`src/rtl/plic_claim_arbiter_pkg.sv`:
```
// Shared types and sizing for the PLIC claim arbiter slice.
package plic_pkg;

    localparam int NUM_SRC_DEF = 8;
    localparam int PRIO_W_DEF  = 3;

    // ID 0 is reserved for "none", so IDs need room for NUM_SRC+1 codes.
    function automatic int calc_id_w(input int num_src);
        return $clog2(num_src + 1);
    endfunction

    localparam int ID_W_DEF = calc_id_w(NUM_SRC_DEF);

    typedef enum logic [1:0] {
        S_IDLE = 2'd0,
        S_PEND = 2'd1,
        S_SERV = 2'd2
    } gw_state_e;

endpackage

```
`src/rtl/plic_claim_arbiter_if.sv`:
```
// Request / claim / complete bundle between the sensing stage, register block and arbiter.
interface plic_claim_arbiter_if
    import plic_pkg::*;
#(
    parameter int NUM_SRC = NUM_SRC_DEF,
    parameter int PRIO_W  = PRIO_W_DEF
);
    localparam int ID_W = calc_id_w(NUM_SRC);

    logic [NUM_SRC-1:0]        irq_req;
    logic [NUM_SRC*PRIO_W-1:0] prio;
    logic [PRIO_W-1:0]         threshold;
    logic                      claim_rd;
    logic [ID_W-1:0]           claim_id;
    logic                      complete_wr;
    logic [ID_W-1:0]           complete_id;
    logic [NUM_SRC-1:0]        pending;
    logic                      eip;

    modport master (
        output irq_req, prio, threshold, claim_rd, complete_wr, complete_id,
        input  claim_id, pending, eip
    );

    modport slave (
        input  irq_req, prio, threshold, claim_rd, complete_wr, complete_id,
        output claim_id, pending, eip
    );

endinterface

```
`src/rtl/plic_claim_arbiter_gateway.sv`:
```
// Per-source gateway: latches one request and holds it until claimed and completed.
module plic_gateway
    import plic_pkg::*;
(
    input  logic pclk,
    input  logic preset,
    input  logic irq_req,
    input  logic claim_hit,
    input  logic complete_hit,
    output logic pend,
    output logic in_serv
);

    gw_state_e state_q, state_d;

    always_ff @(posedge pclk) begin
        if (preset) state_q <= S_IDLE;
        else        state_q <= state_d;
    end

    // Requests seen while pending or in service are absorbed, not counted.
    always_comb begin
        state_d = state_q;
        case (state_q)
            S_IDLE:  if (irq_req)      state_d = S_PEND;
            S_PEND:  if (claim_hit)    state_d = S_SERV;
            S_SERV:  if (complete_hit) state_d = irq_req ? S_PEND : S_IDLE;
            default:                   state_d = S_IDLE;
        endcase
    end

    always_comb begin
        pend    = (state_q == S_PEND);
        in_serv = (state_q == S_SERV);
    end

endmodule

```
`src/rtl/plic_claim_arbiter.sv`:
```
// PLIC priority arbiter and claim/complete controller.
// Build option: PLIC_PRIORITY_EN enables priority arbitration and threshold masking.
module plic_claim_arbiter
    import plic_pkg::*;
#(
    parameter int NUM_SRC = NUM_SRC_DEF,
    parameter int PRIO_W  = PRIO_W_DEF
) (
    input logic                 pclk,
    input logic                 preset,
    plic_claim_arbiter_if.slave bus
);

    localparam int ID_W = calc_id_w(NUM_SRC);

    logic [NUM_SRC-1:0] pend_vec;
    logic [NUM_SRC-1:0] serv_vec;
    logic [NUM_SRC-1:0] claim_hit;
    logic [NUM_SRC-1:0] complete_hit;
    logic [ID_W-1:0]    best_id;
    logic               eip_d;
    logic [ID_W-1:0]    claim_id_q;
    logic               eip_q;

    for (genvar g = 0; g < NUM_SRC; g++) begin : g_gw
        assign claim_hit[g]    = bus.claim_rd && (best_id == ID_W'(g + 1));
        assign complete_hit[g] = bus.complete_wr && serv_vec[g] &&
                                 (bus.complete_id == ID_W'(g + 1));

        plic_gateway u_gw (
            .pclk         (pclk),
            .preset       (preset),
            .irq_req      (bus.irq_req[g]),
            .claim_hit    (claim_hit[g]),
            .complete_hit (complete_hit[g]),
            .pend         (pend_vec[g]),
            .in_serv      (serv_vec[g])
        );
    end

`ifdef PLIC_PRIORITY_EN
    logic [PRIO_W-1:0] best_prio;

    // Strict '>' from a zero start drops priority-0 sources and keeps the lowest index on ties.
    always_comb begin
        best_id   = '0;
        best_prio = '0;
        for (int i = 0; i < NUM_SRC; i++) begin
            if (pend_vec[i] && (bus.prio[i*PRIO_W +: PRIO_W] > best_prio)) begin
                best_prio = bus.prio[i*PRIO_W +: PRIO_W];
                best_id   = ID_W'(i + 1);
            end
        end
        eip_d = (best_prio > bus.threshold) && (best_id != '0);
    end
`else
    logic unused_cfg;
    assign unused_cfg = ^{bus.prio, bus.threshold};

    always_comb begin
        best_id = '0;
        for (int i = 0; i < NUM_SRC; i++) begin
            if (pend_vec[i] && (best_id == '0)) best_id = ID_W'(i + 1);
        end
        eip_d = |pend_vec;
    end
`endif

    // claim_id holds the last claim result until the next claim strobe.
    always_ff @(posedge pclk) begin
        if (preset) begin
            claim_id_q <= '0;
            eip_q      <= 1'b0;
        end else begin
            if (bus.claim_rd) claim_id_q <= best_id;
            eip_q <= eip_d;
        end
    end

    assign bus.claim_id = claim_id_q;
    assign bus.pending  = pend_vec;
    assign bus.eip      = eip_q;

endmodule

```
`src/flat_wrapper.sv`:
```
// flat-port wrapper written by rule: the top's interface ports become plain ports
module plic_claim_arbiter_flat import plic_pkg::*;
#(
    parameter int NUM_SRC = NUM_SRC_DEF,
    parameter int PRIO_W  = PRIO_W_DEF
)
  (pclk, preset, bus_irq_req, bus_prio, bus_threshold, bus_claim_rd, bus_complete_wr, bus_complete_id, bus_claim_id, bus_pending, bus_eip);
  plic_claim_arbiter_if #(.NUM_SRC(NUM_SRC), .PRIO_W(PRIO_W)) bus_i ();
  input logic pclk;
  input logic preset;
  input wire logic [$bits(bus_i.irq_req)-1:0] bus_irq_req;
  input wire logic [$bits(bus_i.prio)-1:0] bus_prio;
  input wire logic [$bits(bus_i.threshold)-1:0] bus_threshold;
  input wire logic [$bits(bus_i.claim_rd)-1:0] bus_claim_rd;
  input wire logic [$bits(bus_i.complete_wr)-1:0] bus_complete_wr;
  input wire logic [$bits(bus_i.complete_id)-1:0] bus_complete_id;
  output wire logic [$bits(bus_i.claim_id)-1:0] bus_claim_id;
  output wire logic [$bits(bus_i.pending)-1:0] bus_pending;
  output wire logic [$bits(bus_i.eip)-1:0] bus_eip;
  assign bus_i.irq_req = bus_irq_req;
  assign bus_i.prio = bus_prio;
  assign bus_i.threshold = bus_threshold;
  assign bus_i.claim_rd = bus_claim_rd;
  assign bus_i.complete_wr = bus_complete_wr;
  assign bus_i.complete_id = bus_complete_id;
  assign bus_claim_id = bus_i.claim_id;
  assign bus_pending = bus_i.pending;
  assign bus_eip = bus_i.eip;
  plic_claim_arbiter #(.NUM_SRC(NUM_SRC), .PRIO_W(PRIO_W)) u_core (.pclk(pclk), .preset(preset), .bus(bus_i));
endmodule
```
`config.mk`:
```
export PLATFORM = sky130hd
export DESIGN_NAME = plic_claim_arbiter_flat
export DESIGN_NICKNAME = d
export VERILOG_FILES = /design/src/rtl/plic_claim_arbiter_pkg.sv /design/src/rtl/plic_claim_arbiter_if.sv /design/src/rtl/plic_claim_arbiter_gateway.sv /design/src/rtl/plic_claim_arbiter.sv /design/src/flat_wrapper.sv
export SDC_FILE = /design/constraint.sdc
export NUM_CORES = 1
export LEC_CHECK = 0
export CORE_UTILIZATION = 40
export CTS_CLUSTER_SIZE = 10
export DETAILED_ROUTE_END_ITERATION = 7
export PLACE_DENSITY_LB_ADDON = 0.12
export SETUP_SLACK_MARGIN = 0.1
export SLEW_MARGIN = 10
export SYNTH_ARGS = -nofsm -noshare
export SYNTH_HDL_FRONTEND = slang
export SYNTH_SLANG_ARGS = --single-unit
```
`constraint.sdc`:
```
create_clock -name pclk -period 1.7 [get_ports pclk]
set_input_delay 0.255 -clock pclk [delete_from_list [all_inputs] [get_ports pclk]]
set_output_delay 0.255 -clock pclk [all_outputs]
set_load 0.01 [all_outputs]
```
## After elaboration in Yosys (flattened, before gate mapping)

Cells that the tools add are included.
W data, S select, Z words.

- Flip-flop bits (word level): 21
- Input port bits: 43
- Output and inout port bits: 13
- Logic and storage cells: 169

- Equal/unequal tests: 56
- Mux-type cells: 48
- Reduce and logical (&&, ||, !) cells: 55

Operators with widths:

| kind | count |
|---|---|
| $mux W2 | 24 |
| $ne A2 B2 Y1 const B | 24 |
| $pmux W2 S3 | 8 |
| $eq A4 B3 Y1 const B | 8 |
| $logic_and A1 B1 Y1 | 31 |
| $logic_not A4 Y1 | 7 |
| $mux W4 | 7 |
| $reduce_and A3 Y1 | 8 |
| $eq A2 B1 Y1 const B | 8 |
| $eq A2 B2 Y1 const B | 8 |
| $eq A4 B2 Y1 const B | 4 |
| $logic_not A2 Y1 | 8 |
| $mux W1 | 9 |
| $eq A4 B1 Y1 const B | 2 |
| $eq A4 B4 Y1 const B | 2 |
| $reduce_or A8 Y1 | 1 |

## Longest topological paths before layout

- Depth after elaboration: 27
- Mapped depth: 5
- Depth with buffers taken out: 5

## Cells and area by module

Synthesis repeated with hierarchy kept, for this count alone.

- Cells, all modules: 141
- Area total of the unflattened synthesis: 1,275.0 sq um

By module, submodules not included:

| module | times used | cells each | area an instance (sq um) | seq. area each (sq um) |
|---|---|---|---|---|
| plic_gateway | 8 | 11 | 110.1 | 40.0 |
| plic_claim_arbiter | 1 | 53 | 394.1 | 100.1 |

## Worst setup path before layout

Ideal clock, no wire load.

- Path type: register to register
- From: register u_core.g_gw[2].u_gw.state_q[0]
- To: register u_core.g_gw[7].u_gw.state_q[1]
- Setup time: 65 ps
- Data arrival time: 1,437 ps
- Data required time: 1,635 ps
- Slack: 198 ps
- Stages on the path, launching flop included: 6
- Path buffers: 1
- Clock period less this slack: 1,502 ps
- Path through: dfxtp_1 > nor2b_4 > buf_6 > or4_4 > o32a_1 > nor2_1

- Longest elaborated chain between the ends: 22

Ends and longest elaborated chain:

| element | line | source |
|---|---|---|
| start, declared | plic_claim_arbiter_gateway.sv:14 | `gw_state_e state_q, state_d;` |
| start signal, assigned | plic_claim_arbiter_gateway.sv:18 | `else state_q <= state_d;` |
| $eq A2 B1 Y1 * | plic_claim_arbiter_gateway.sv:33 | `pend = (state_q == S_PEND);` |
| named net u_core.g_gw[2].u_gw.pend | plic_claim_arbiter_gateway.sv:10 | `output logic pend,` |
| $logic_and A1 B1 Y1 * | plic_claim_arbiter.sv:63 | `if (pend_vec[i] && (best_id == '0)) best_id = ID_W'(i + 1);` |
| $mux W4 * | plic_claim_arbiter.sv:63 |  |
| $logic_not A4 Y1 | plic_claim_arbiter.sv:63 |  |
| $logic_and A1 B1 Y1 | plic_claim_arbiter.sv:63 |  |
| $mux W4 * | plic_claim_arbiter.sv:63 |  |
| $logic_not A4 Y1 | plic_claim_arbiter.sv:63 |  |
| [... 7 more ...] | -- |  |
| $mux W4 * | plic_claim_arbiter.sv:63 |  |
| $logic_not A4 Y1 | plic_claim_arbiter.sv:63 |  |
| $logic_and A1 B1 Y1 | plic_claim_arbiter.sv:63 |  |
| $mux W4 * | plic_claim_arbiter.sv:63 |  |
| $eq A4 B4 Y1 * | plic_claim_arbiter.sv:26 | `assign claim_hit[g] = bus.claim_rd && (best_id == ID_W'(g + 1));` |
| $logic_and A1 B1 Y1 * | plic_claim_arbiter.sv:26 |  |
| $ne A2 B2 Y1 (no line) * | -- |  |
| $reduce_and A3 Y1 (no line) * | -- |  |
| end signal, assigned | plic_claim_arbiter_gateway.sv:18 |  |
| end, declared | plic_claim_arbiter_gateway.sv:14 |  |

The timed path passes the listed nets; every way through them passes the cells marked *.
A chain may end at the register's enable or synchronous reset.

## Worst setup path after layout

- From: register u_core.g_gw[1].u_gw.state_q[1]
- To: register u_core.g_gw[7].u_gw.state_q[1]

- Longest elaborated chain between the ends: 25

Ends and longest elaborated chain:

| element | line |
|---|---|
| start, declared | plic_claim_arbiter_gateway.sv:14 |
| start signal, assigned | plic_claim_arbiter_gateway.sv:18 |
| $eq A2 B1 Y1 * | plic_claim_arbiter_gateway.sv:33 |
| $logic_and A1 B1 Y1 * | plic_claim_arbiter.sv:63 |
| $mux W4 * | plic_claim_arbiter.sv:63 |
| $logic_not A4 Y1 | plic_claim_arbiter.sv:63 |
| $logic_and A1 B1 Y1 | plic_claim_arbiter.sv:63 |
| $mux W4 * | plic_claim_arbiter.sv:63 |
| $logic_not A4 Y1 | plic_claim_arbiter.sv:63 |
| $logic_and A1 B1 Y1 | plic_claim_arbiter.sv:63 |
| [... 9 more ...] | -- |
| $mux W4 * | plic_claim_arbiter.sv:63 |
| $logic_not A4 Y1 | plic_claim_arbiter.sv:63 |
| $logic_and A1 B1 Y1 | plic_claim_arbiter.sv:63 |
| $mux W4 * | plic_claim_arbiter.sv:63 |
| $eq A4 B4 Y1 * | plic_claim_arbiter.sv:26 |
| $logic_and A1 B1 Y1 * | plic_claim_arbiter.sv:26 |
| $ne A2 B2 Y1 (no line) * | -- |
| $reduce_and A3 Y1 (no line) * | -- |

Mark *: on every way between the ends. The rest lies on a longest branch, timed or not.

==> impl.org <==
** Pwr
- Worst voltage drop across the vdd grid :: 0.000497 V
- Power spread over the standard cell area amounts to 761 mW/mm^2.
- The analysis attributes to cell leakage a power of 0.680 nW.

** Logic synthesis
- Of the total synthesized cell area, the portion taken by AND, OR, NAND and NOR gates is 30.5%.
- Cell area after synthesis :: 0.00116 mm^2
- Synthesis produced a netlist with a net count of 181.
- Proportion of synthesized chip area in sequential cells :: 36.2%
- Synthesis produced 138 cells.
- Post-synth top flop :: dfxtp_1
- Number of synthesized register bits :: 21
- Yosys warning count :: 0
- A synthesized cell averages 8.41 um^2.
- Area share of xor/xnor cells in the synthesized design :: 0%
- Summing the areas of all compound-gate instances in the mapped netlist gives 21.4% of the synthesized area.
- Library cells used by synthesis :: 39
- Summing the areas of all fa, ha and maj instances in the mapped netlist gives 0% of the synthesized area.
- Yosys mapped a number of flops with a built-in enable equal to 0.
- Of all flip-flops after synthesis, the portion carrying an async set or reset was 0%.
- Portion of netlist area occupied by mux cells :: 0%
- Dominant combinational cell family by area after synthesis :: simple AND/OR/NAND/NOR gates

** CTS
- The tree built by TritonCTS fans out to 21 sinks.
- Count of hold buffers inserted by post-cts repair :: 0
- Clock insertion delay at the later pin of the skew report :: 0.30 ns
- After clock tree synthesis, the clock-pin slew on the worst setup and hold paths is 0.12 ns.
- CTS built an H-tree with a depth of 1.
- No sink is reached through more buffers than the 2 on the longest clock path.
- The tree is rooted in a clkbuf_4.
- Buffers inserted during clock tree synthesis total 3.
- Clock tree from TritonCTS :: built

** Worst setup path
- Crit start category :: flip-flop
- In this run the worst path has a maximum fanout of 6.
- STA classifies the critical path endpoint as a flip-flop.
- The most critical setup path has its startpoint at u_core.g_gw[1].u_gw.state_q[1].
- Data on the critical path arrives at its endpoint at 1.84 ns.
- The worst register-to-register path begins at u_core.g_gw[1].u_gw.state_q[1].
- Type of the worst setup path :: reg -> reg
- At the worst endpoint, the required time is 1.96 ns.

** STA
- Subtracting the final worst setup slack from the clock period gives 1.58 ns.
- Number of max-slew violations in the final report :: 0
- After layout, the worst path uses 92.9% of the clock period.
- Final-report hold violation count :: 0
- Final setup viols :: 0
- Unrepaired setup endpoints after global routing :: yes
- For the pin with the worst max-slew slack, the measured transition is 0.548 ns.
- Measured against its own limit, the worst slew margin works out to 63.2%.
- Peak Freq :: 0.633 GHz
- Setup slack closes at 0.120 ns.
- Clock skew after layout :: 0.00154 ns

** Layout
- Relative to the synthesized area, the layout overhead comes to 36.7%.
- The layout has 268 filler cells.
- Share of cells above drive strength 1 :: 23.9%
- For this run, the post-layout net count is 220.
- Cells fill 57.6% of the core in the end.
- Number of antenna diodes :: 0

** Place
- Post-DP HPWL :: 2310 um
- Worst slack after detailed placement :: -0.139 ns
- Routability-driven placement finished with a final weighted congestion of 0.768.
- # port buffers :: 28

** GRT
- Pin count of the biggest net entering global routing :: 13
- Wire length of the first global-routing pass :: 4820 um
- GRT overflow :: 0
- Vias in the first global route :: 1083
- Initial antenna violation count :: 0
- For this run, the total global-route usage over all layers was measured as 19.4%.

** Drt
- The final layout contains routed wiring with a total length of 2960 um.
- Detailed-route via count :: 1142
- Vias per cell :: 5.52
- Average detailed-routed wire length per instance :: 14.3 um
- Violation count after the first detailed-routing iteration :: 36
- Once detail routing completed, the nets flagged for antenna violations numbered 0.
- After detailed routing, the number of remaining DRC violations is 0.
- Number of detailed-route iterations in the first pass :: 4

** Die
- The die is 55.9 um wide.
- The core region is 0.00276 mm^2.
- The initialized floorplan defines 19 standard-cell rows.
- Initial cell density of the core :: 42.1%
- The die covers 0.00312 mm^2.
- IO Count :: 56
- The floorplan step set the die height to 55.9 um.

** Outcome
- The run finished with clean final reports.

** Worst hold path
- Min-Delay Path Class :: reg -> reg
- The worst hold path begins at u_core.bus.claim_id[1].

** Run
- Max-Cap Viols :: 0
-- worst paths after layout --
kind                                                  endpoint  slack [ns]  cells past startpoint
worst min register to register          u_core.bus.claim_id[1]        0.48                      2
worst max-delay path            u_core.g_gw[7].u_gw.state_q[1]        0.12                      5
worst min-delay path                    u_core.bus.claim_id[1]        0.48                      2
worst max register to register  u_core.g_gw[7].u_gw.state_q[1]        0.12                      5
-- critical path, cell delays in order (launching register included) --
cell,delay [ns]
dfxtp_2,0.37
nand2b_4,0.15
inv_4,0.06
or4_4,0.52
o32a_1,0.36
nor2_1,0.08
-- repair_timing --
item	4_1_cts	5_1_grt
setup endpoints to repair	9	7
gates resized for setup	19	5
pin swaps	0	2
setup buffers	2	4
-- synth_stat cells, drive strengths merged, types with 2 or more instances --
cell | n | share of area [%]
a211oi | 2 | 1.3
a21oi | 11 | 4.7
a22oi | 2 | 1.3
a2bb2oi | 3 | 2.3
a31oi | 3 | 1.6
a32oi | 3 | 2.3
buf | 10 | 7.1
clkbuf | 2 | 0.65
dfxtp | 21 | 36
inv | 12 | 4.1
nand2 | 6 | 1.9
nand2b | 8 | 5.2
nand3 | 2 | 0.86
nand3b | 4 | 2.6
nand4 | 3 | 1.6
nand4b | 3 | 2.3
nor2 | 16 | 5.2
nor2b | 4 | 2.8
nor3 | 3 | 1.3
nor4 | 4 | 3.4
o21ai | 3 | 1.3
o31ai | 2 | 1.3
-- cells in the final DEF, fill, tap and decap left out, types with 4 or more instances in the layout --
cell / netlist / layout
a21oi_1: 11 / 11
buf_4: 8 / 17
clkdlybuf4s50_1: 0 / 20
dfxtp_1: 21 / 14
dfxtp_2: 0 / 7
dlygate4sd2_1: 0 / 7
inv_1: 11 / 8
nand2_1: 6 / 6
nand3b_1: 4 / 4
nor2_1: 16 / 16
-- metrics by stage --
stage / instances / cell area [um^2] / power [W] / setup TNS (ns) / hold WS, ns
after CTS: 203 / 1540 / 0.00120 / 0 / 0.484
after detailed placement: 197 / 1490 / 0.000951 / -0.671 / 0.465
after global placement: 197 / 1490 / 0.000937 / -0.585 / 0.461
final: 207 / 1590 / 0.00121 / 0 / 0.484
after global routing: 207 / 1590 / 0.00127 / 0 / 0.508
after floorplan: 138 / 1160 / 0.000802 / 0 / 0.417
-- registers in the layout, summed over array words and instances, names as in the netlist --
signal	flops
u_core.g_gw.u_gw.state_q	16
u_core.bus.eip	1
u_core.bus.claim_id	4
-- cell type report --
cell class                 count  area (um^2)  area share (%)
multi-input combinational     93          621            39.1
inverter                      12         50.0            3.15
sequential                    21          429            27.0
clock buffer                   3         22.5            1.42
timing repair buffer          46          422            26.6
tap                           31         38.8            2.44
clock inverter                 1         5.00           0.315
-- routing by layer --
metal / vias to the layer above / share of wire (%) / track usage, % / wire [um]
met1: 531 / 44 / 24.6 / 1310
met4: 0 / 1.0 / 6.27 / 31
li1: 576 / - / - / -
met3: 4 / 4.8 / 2.33 / 141
met5: - / 0 / 0 / 0
met2: 31 / 50 / 34.4 / 1470
-- where the power goes --
part           internal (W)  switching, W  leakage, nW
clock             0.0000878      0.000162       0.0177
sequential         0.000534     0.0000330        0.175
combinational      0.000205      0.000187        0.487
-- kinds of logic (layout without fill, tap and decap cells) --
group / after synthesis / count (layout)
AOI/OAI and AO/OA: 36 / 36
buffers and inverters: 24 / 62
DFF: 21 / 21
and+or+nand+nor: 57 / 57
(Power assumes the default switching activity.)
